### src/rtl/keypad_scanner_debounced_if.sv
// rtl/keypad_scanner_debounced_if.sv - pad and key-event signals of the debounced keypad scanner
interface keypad_scanner_debounced_if #(
  parameter int ROWS     = 4,
  parameter int COLS     = 3,
  parameter int KEY_BITS = $clog2(ROWS * COLS)
);
  logic [ROWS-1:0]     rowReceivers;
  logic [COLS-1:0]     columnDrivers_reg;
  logic [KEY_BITS-1:0] key_reg;
  logic                keyValid;
  logic                keyHeld;
  logic                keyReleased;
  logic                multiKey;

  modport master (
    input  rowReceivers,
    output columnDrivers_reg, key_reg, keyValid, keyHeld, keyReleased, multiKey
  );

  modport slave (
    output rowReceivers,
    input  columnDrivers_reg, key_reg, keyValid, keyHeld, keyReleased, multiKey
  );
endinterface

### src/rtl/keypad_scanner_debounced.sv
// rtl/keypad_scanner_debounced.sv - column-scanning keypad reader with scan-level debounce and auto-repeat
module keypad_scanner_debounced #(
  parameter int ROWS           = 4,
  parameter int COLS           = 3,
  parameter int SETTLE_CYCLES  = 4,
  parameter int DEBOUNCE_SCANS = 3,
  parameter int REPEAT_SCANS   = 0,
  parameter int KEY_BITS       = $clog2(ROWS * COLS)
) (
  input  logic                       scanClock,
  input  logic                       resetN,
  keypad_scanner_debounced_if.master kp
);

  localparam int COL_W  = $clog2(COLS);
  localparam int SLOT_W = (SETTLE_CYCLES > 1) ? $clog2(SETTLE_CYCLES) : 1;
  localparam int DEB_W  = $clog2(DEBOUNCE_SCANS + 1);
  localparam int REP_W  = (REPEAT_SCANS > 0) ? $clog2(REPEAT_SCANS + 1) : 1;
  localparam logic [DEB_W-1:0] DEB_LAST = DEB_W'(DEBOUNCE_SCANS - 1);
  localparam logic [REP_W-1:0] REP_LAST = REP_W'((REPEAT_SCANS > 0) ? REPEAT_SCANS - 1 : 0);

  typedef enum logic [1:0] {IDLE, PRESS_CHECK, HELD} state_t;

  // scan sequencer and per-scan accumulator
  logic [COLS-1:0]     drv_q;
  logic [COL_W-1:0]    col_q;
  logic [SLOT_W-1:0]   slot_q;
  logic [1:0]          acc_cnt_q;
  logic [KEY_BITS-1:0] acc_code_q;

  // combinational view of the current sample folded into the accumulator
  logic [1:0]          col_cnt;
  logic [KEY_BITS-1:0] hit_code;
  logic [2:0]          sum;
  logic [1:0]          scan_cnt;
  logic [KEY_BITS-1:0] scan_code;
  logic                slot_end;
  logic                scan_end;

  // debounce FSM state and registered outputs
  state_t              state_q, state_d;
  logic [KEY_BITS-1:0] cand_q, cand_d;
  logic [DEB_W-1:0]    cnt_q, cnt_d;
  logic [DEB_W-1:0]    rel_q, rel_d;
  logic [REP_W-1:0]    rep_q, rep_d;
  logic [KEY_BITS-1:0] key_q, key_d;
  logic                valid_q, valid_d;
  logic                held_q, held_d;
  logic                released_q, released_d;
  logic                multi_q, multi_d;
  logic                accept;

  assign slot_end = (drv_q != '0) && (slot_q == SLOT_W'(SETTLE_CYCLES - 1));
  assign scan_end = slot_end && (col_q == COL_W'(COLS - 1));

  // count contacts in the driven column (saturating at 2); lowest row supplies the code
  always_comb begin
    col_cnt  = 2'd0;
    hit_code = '0;
    for (int r = ROWS - 1; r >= 0; r--) begin
      if (kp.rowReceivers[r]) begin
        hit_code = KEY_BITS'(r * COLS + int'(col_q));
        if (col_cnt != 2'd2) col_cnt = col_cnt + 2'd1;
      end
    end
    sum       = {1'b0, acc_cnt_q} + {1'b0, col_cnt};
    scan_cnt  = (sum >= 3'd2) ? 2'd2 : sum[1:0];
    scan_code = (acc_cnt_q == 2'd0) ? hit_code : acc_code_q;
  end

  // walk the columns one-hot; fold each end-of-slot sample into the scan result
  always_ff @(posedge scanClock or negedge resetN) begin
    if (!resetN) begin
      drv_q      <= '0;
      col_q      <= '0;
      slot_q     <= '0;
      acc_cnt_q  <= 2'd0;
      acc_code_q <= '0;
    end else if (drv_q == '0) begin
      drv_q  <= COLS'(1);
      col_q  <= '0;
      slot_q <= '0;
    end else if (slot_end) begin
      slot_q <= '0;
      if (scan_end) begin
        col_q      <= '0;
        drv_q      <= COLS'(1);
        acc_cnt_q  <= 2'd0;
        acc_code_q <= '0;
      end else begin
        col_q      <= col_q + COL_W'(1);
        drv_q      <= drv_q << 1;
        acc_cnt_q  <= scan_cnt;
        acc_code_q <= scan_code;
      end
    end else begin
      slot_q <= slot_q + SLOT_W'(1);
    end
  end

  // debounce decisions, taken only on the edge that closes a full scan
  always_comb begin
    state_d    = state_q;
    cand_d     = cand_q;
    cnt_d      = cnt_q;
    rel_d      = rel_q;
    rep_d      = rep_q;
    key_d      = key_q;
    held_d     = held_q;
    multi_d    = multi_q;
    valid_d    = 1'b0;
    released_d = 1'b0;
    accept     = 1'b0;
    if (scan_end) begin
      multi_d = (scan_cnt == 2'd2);
      case (state_q)
        IDLE: begin
          if (scan_cnt == 2'd1) begin
            cand_d = scan_code;
            cnt_d  = DEB_W'(1);
            if (DEBOUNCE_SCANS == 1) accept = 1'b1;
            else state_d = PRESS_CHECK;
          end
        end
        PRESS_CHECK: begin
          if (scan_cnt == 2'd1) begin
            if (scan_code == cand_q) begin
              if (cnt_q == DEB_LAST) accept = 1'b1;
              else cnt_d = cnt_q + DEB_W'(1);
            end else begin
              cand_d = scan_code;
              cnt_d  = DEB_W'(1);
            end
          end else begin
            state_d = IDLE;
          end
        end
        HELD: begin
          if (scan_cnt == 2'd0) begin
            if (rel_q == DEB_LAST) begin
              held_d     = 1'b0;
              released_d = 1'b1;
              rel_d      = '0;
              state_d    = IDLE;
            end else begin
              rel_d = rel_q + DEB_W'(1);
            end
          end else if ((scan_cnt == 2'd1) && (scan_code == key_q)) begin
            rel_d = '0;
            if (REPEAT_SCANS > 0) begin
              if (rep_q == REP_LAST) begin
                valid_d = 1'b1;
                rep_d   = '0;
              end else begin
                rep_d = rep_q + REP_W'(1);
              end
            end
          end else begin
            // a second key or a different key: stay latched on the original until full release
            rel_d = '0;
          end
        end
        default: state_d = IDLE;
      endcase
      if (accept) begin
        key_d   = cand_d;
        valid_d = 1'b1;
        held_d  = 1'b1;
        rel_d   = '0;
        rep_d   = '0;
        state_d = HELD;
      end
    end
  end

  // register FSM state, counters and outputs
  always_ff @(posedge scanClock or negedge resetN) begin
    if (!resetN) begin
      state_q    <= IDLE;
      cand_q     <= '0;
      cnt_q      <= '0;
      rel_q      <= '0;
      rep_q      <= '0;
      key_q      <= '0;
      valid_q    <= 1'b0;
      held_q     <= 1'b0;
      released_q <= 1'b0;
      multi_q    <= 1'b0;
    end else begin
      state_q    <= state_d;
      cand_q     <= cand_d;
      cnt_q      <= cnt_d;
      rel_q      <= rel_d;
      rep_q      <= rep_d;
      key_q      <= key_d;
      valid_q    <= valid_d;
      held_q     <= held_d;
      released_q <= released_d;
      multi_q    <= multi_d;
    end
  end

  assign kp.columnDrivers_reg = drv_q;
  assign kp.key_reg           = key_q;
  assign kp.keyValid          = valid_q;
  assign kp.keyHeld           = held_q;
  assign kp.keyReleased       = released_q;
  assign kp.multiKey          = multi_q;

endmodule

### src/flat_wrapper.sv
// flat-port wrapper written by rule: the top's interface ports become plain ports
module keypad_scanner_debounced_flat 
#(
  parameter int ROWS           = 4,
  parameter int COLS           = 3,
  parameter int SETTLE_CYCLES  = 4,
  parameter int DEBOUNCE_SCANS = 3,
  parameter int REPEAT_SCANS   = 0,
  parameter int KEY_BITS       = $clog2(ROWS * COLS)
)
  (scanClock, resetN, kp_rowReceivers, kp_columnDrivers_reg, kp_key_reg, kp_keyValid, kp_keyHeld, kp_keyReleased, kp_multiKey);
  keypad_scanner_debounced_if #(.ROWS(ROWS), .COLS(COLS), .KEY_BITS(KEY_BITS)) kp_i ();
  input  logic scanClock;
  input  logic resetN;
  input wire logic [$bits(kp_i.rowReceivers)-1:0] kp_rowReceivers;
  output wire logic [$bits(kp_i.columnDrivers_reg)-1:0] kp_columnDrivers_reg;
  output wire logic [$bits(kp_i.key_reg)-1:0] kp_key_reg;
  output wire logic [$bits(kp_i.keyValid)-1:0] kp_keyValid;
  output wire logic [$bits(kp_i.keyHeld)-1:0] kp_keyHeld;
  output wire logic [$bits(kp_i.keyReleased)-1:0] kp_keyReleased;
  output wire logic [$bits(kp_i.multiKey)-1:0] kp_multiKey;
  assign kp_i.rowReceivers = kp_rowReceivers;
  assign kp_columnDrivers_reg = kp_i.columnDrivers_reg;
  assign kp_key_reg = kp_i.key_reg;
  assign kp_keyValid = kp_i.keyValid;
  assign kp_keyHeld = kp_i.keyHeld;
  assign kp_keyReleased = kp_i.keyReleased;
  assign kp_multiKey = kp_i.multiKey;
  keypad_scanner_debounced #(.ROWS(ROWS), .COLS(COLS), .SETTLE_CYCLES(SETTLE_CYCLES), .DEBOUNCE_SCANS(DEBOUNCE_SCANS), .REPEAT_SCANS(REPEAT_SCANS), .KEY_BITS(KEY_BITS)) u_core (.scanClock(scanClock), .resetN(resetN), .kp(kp_i));
endmodule
### config.mk
export PLATFORM = sky130hd
export DESIGN_NAME = keypad_scanner_debounced_flat
export DESIGN_NICKNAME = d
export VERILOG_FILES = /design/src/rtl/keypad_scanner_debounced_if.sv /design/src/rtl/keypad_scanner_debounced.sv /design/src/flat_wrapper.sv
export SDC_FILE = /design/constraint.sdc
export NUM_CORES = 1
export LEC_CHECK = 0
export ABC_AREA = 1
export CAP_MARGIN = 20
export CORE_MARGIN = 2
export CORE_UTILIZATION = 23
export CTS_BUF_LIST = sky130_fd_sc_hd__clkbuf_8
export CTS_CLUSTER_SIZE = 14
export DETAILED_ROUTE_END_ITERATION = 12
export PLACE_DENSITY = 0.5
export SLEW_MARGIN = 20
export SYNTH_ARGS = -nofsm -noshare
export SYNTH_HDL_FRONTEND = slang
export SYNTH_SLANG_ARGS = --single-unit
### constraint.sdc
create_clock -name scanClock -period 2.9 [get_ports scanClock]
set_clock_uncertainty 0.1 [all_clocks]
set_input_delay 0.29 -clock scanClock [delete_from_list [all_inputs] [get_ports scanClock]]
set_output_delay 0.29 -clock scanClock [all_outputs]
set_load 0.01 [all_outputs]
==> impl_results.md <==
* Layout cells sized above 1 at 31.3%
* Vias per std cell at between 4 and 5
* Row count at 32
* Pre-antenna DRT Iters at 4
* Hold Fails Final Rpt at 0
* Clk pin slew, worst setup/hold paths at ~0.060 ns
* Largest net degree at the start of global routing at 32
* Largest delay share family, worst path: adder cells
* Worst-skew pair later-pin latency at between 0.2 and 0.3 ns
* Final Slew Violations at 0
* Power Dens Cells at 456 mW/mm2
* CTS tree: done
* DR WL/cell at between 10 and 15 um
* Die Y at a little over 90 um
* Synthesized area per cell at approximately 8 um2
* Ports at 17
* Status: finished, final reports clean
* Syn Std Cell Area at around 0.0018 mm2
* Number of enable flip-flop cells after synthesis at 0
* CTS H-tree lvls at 2
* Max-Cap Viols at 0
* Initial antenna violation count at 0
* Final setup fails at 0
* First-pass GRT wire length at between 6000 and 7000 um
* Final Power at about 1.1 mW
* Num CTS Buffers at 5
* CP Max Fanout at 7
* Worst slew pin tran at 0.395 ns
* Crit end category: flip-flop
* CTS Buffer Depth at 2
* Final Net Count at approximately 290
* Root buf cell: clkbuf_8
* Worst path slowest cell: fa_1
* Antenna cells at 0
* P&R area growth vs syn at 34.4%
* End-of-flow core utilization at a little under a third
* Routed wire length at 3950 um
* Crit-path cells: buf_2 -> inv_4 -> ha_4 -> mux2i_4 -> ha_2 -> nand2_1 -> o21ai_1 -> ha_2 -> inv_2 -> fa_1 -> nand2_2 -> nor2_2 -> inv_2 -> nor2_4 -> inv_2 -> nor2_4 -> nand4_4 -> nand2_2 -> nand2_1 -> nand2_1
* Global route overflow at 0
* Via count at 1551
* TritonCTS Sinks at 31
* Sequential area share after synthesis at between 40% and 50%
* Mapped Cells at between 200 and 250
* R2R depth at 13
* Worst vdd ir at ~0.00023 V
* Dpl ws at -0.721 ns
* HPWL after detailed placement at ~2900 um
* Startpoint types: input pin
* Synth Warn # at 0
* WP data required at approximately 3.0 ns
* Max incr delay on CP at about 0.53 ns
* FF+latch count, synth at 31
* Worst Hold Margin at 0.310 ns
* Filler cells at 805
* Routability Congestion at 0.764
* Net Count, Synth at ~250
* Post-synth top flop: dfrtp_1
* Post-synthesis async set-or-reset flop share at 100%
* Setup WS post-layout at between 0.1 and 0.15 ns
* Initial Util at 23.7%
* Period utilisation layout at 95.9%
* Setup TNS at 0 ns
* Die Area at 0.00869 mm2
* Vias in the first global route at 1496
* GRT Util Overall at approximately a tenth
* Initial DRC count at 39
* Reg2Reg Setup Slack at between 0.5 and 0.6 ns
* Hold WC Path Type: in -> async
* Slew headroom at around three quarters
* Netlist cell types at 27
* Port bufs at 16
* CP arrival at roughly 2.9 ns
* CP Class: in -> reg
* Levels on crit path at 20
* CP Buf/Inv Count at 5
* Period minus WS final at 2.78 ns
* # DRC at 0
* Core box area at a little under 0.008 mm2
* Fmax at about 360 MHz
* Post-route ant nets at 0
* Die X at just over 90 um
* P_leak at between 1 and 1.5 nW
## metal layers
layer / routed length (um) / vias to the layer above / part of all wire, % / global-route usage (%)
li1: - / 819 / - / -
met1: 1990 / 706 / 50 / 13.9
met2: 1780 / 19 / 45 / 15.5
met3: 133 / 7 / 3.4 / 2.82
met4: 48 / 0 / 1.2 / 3.31
met5: 0 / - / 0 / 0
## final timing paths
check,startpoint,end
min in group scanClock,u_core.slot_q[0],u_core.slot_q[0]
worst max-delay path,kp_rowReceivers[2],u_core.rel_q[0]
worst min register to register,u_core.slot_q[0],u_core.slot_q[0]
worst min-delay path,resetN,u_core.acc_code_q[0]
worst max register to register,u_core.acc_cnt_q[0],u_core.rel_q[0]
max in group asynchronous,resetN,u_core.kp.keyValid
## cells in the final DEF (no fill, tap or decap)
cell type,n
nand4_4,2
clkdlybuf4s50_1,13
fa_1,1
inv_1,29
o21ai_2,5
ha_1,6
a22o_1,2
mux2i_4,1
nand4_1,1
buf_6,2
nand2_4,1
nand3_2,3
nor3_1,3
nand3_1,12
nor2_2,4
nand2_2,20
o21ai_0,15
buf_4,19
dfrtp_1,31
a31oi_4,1
nor2_1,13
ha_2,2
inv_4,2
clkinv_2,1
clkbuf_8,5
clkbuf_2,1
nand2_1,50
o22ai_1,4
nor2_4,5
ha_4,2
a21oi_1,2
buf_2,2
o21ai_1,4
nand3b_1,1
inv_2,7
## synth_stat cells (3+ instances only)
master / number / area, um2
inv_1: 31 / 116
nor2_2: 4 / 25.0
o21ai_0: 19 / 95.1
dfrtp_1: 31 / 776
inv_2: 4 / 15.0
ha_1: 10 / 125
nand2_1: 58 / 218
nor3_1: 3 / 15.0
nor2_1: 16 / 60.1
nand2_2: 12 / 75.1
o21ai_2: 4 / 35.0
nand3_1: 13 / 65.1
o22ai_1: 4 / 25.0
## stage by stage
step / instances / instance area [um2]
after detailed placement: 361 / 2230
after CTS: 374 / 2430
after floorplan: 228 / 1840
final: 374 / 2460
after global routing: 374 / 2460
after global placement: 361 / 2230
## report_power, final
group / total (mW) / switching, mW / internal [mW] / leakage (nW)
logic: 0.291 / 0.172 / 0.119 / 0.706
clock network: 0.322 / 0.161 / 0.161 / 0.0505
registers: 0.509 / 0.0320 / 0.477 / 0.412
total: 1.12 / 0.365 / 0.757 / 1.17
## layout make-up
type | count | area (um2) | share of cell area (%)
flip-flops and latches | 31 | 776 | 31.5
well taps | 102 | 128 | 5.19
inverters | 36 | 140 | 5.69
multi-input cells | 160 | 1030 | 41.7
clock inverters | 3 | 12.5 | 0.508
repair buffers | 37 | 310 | 12.6
clock buffers | 5 | 68.8 | 2.80
## cell families after synthesis
logic type,synth area share [%]
AO/OA/AOI/OAI,10.6
adder cells (fa/ha/maj),7.92
buffers and inverters,8.74
flip-flops,42.3
multiplexers,0.546
AND/OR/NAND/NOR,29.8
## repair_timing
item                                    CTS  global route
cloned                                    1             0
hold buffers                              0             0
buffers inserted                          4             0
pin swaps                                12             8
gates resized for setup                  28            17
endpoints found under the setup margin   17            15
Power figures use the tool's default switching activity.
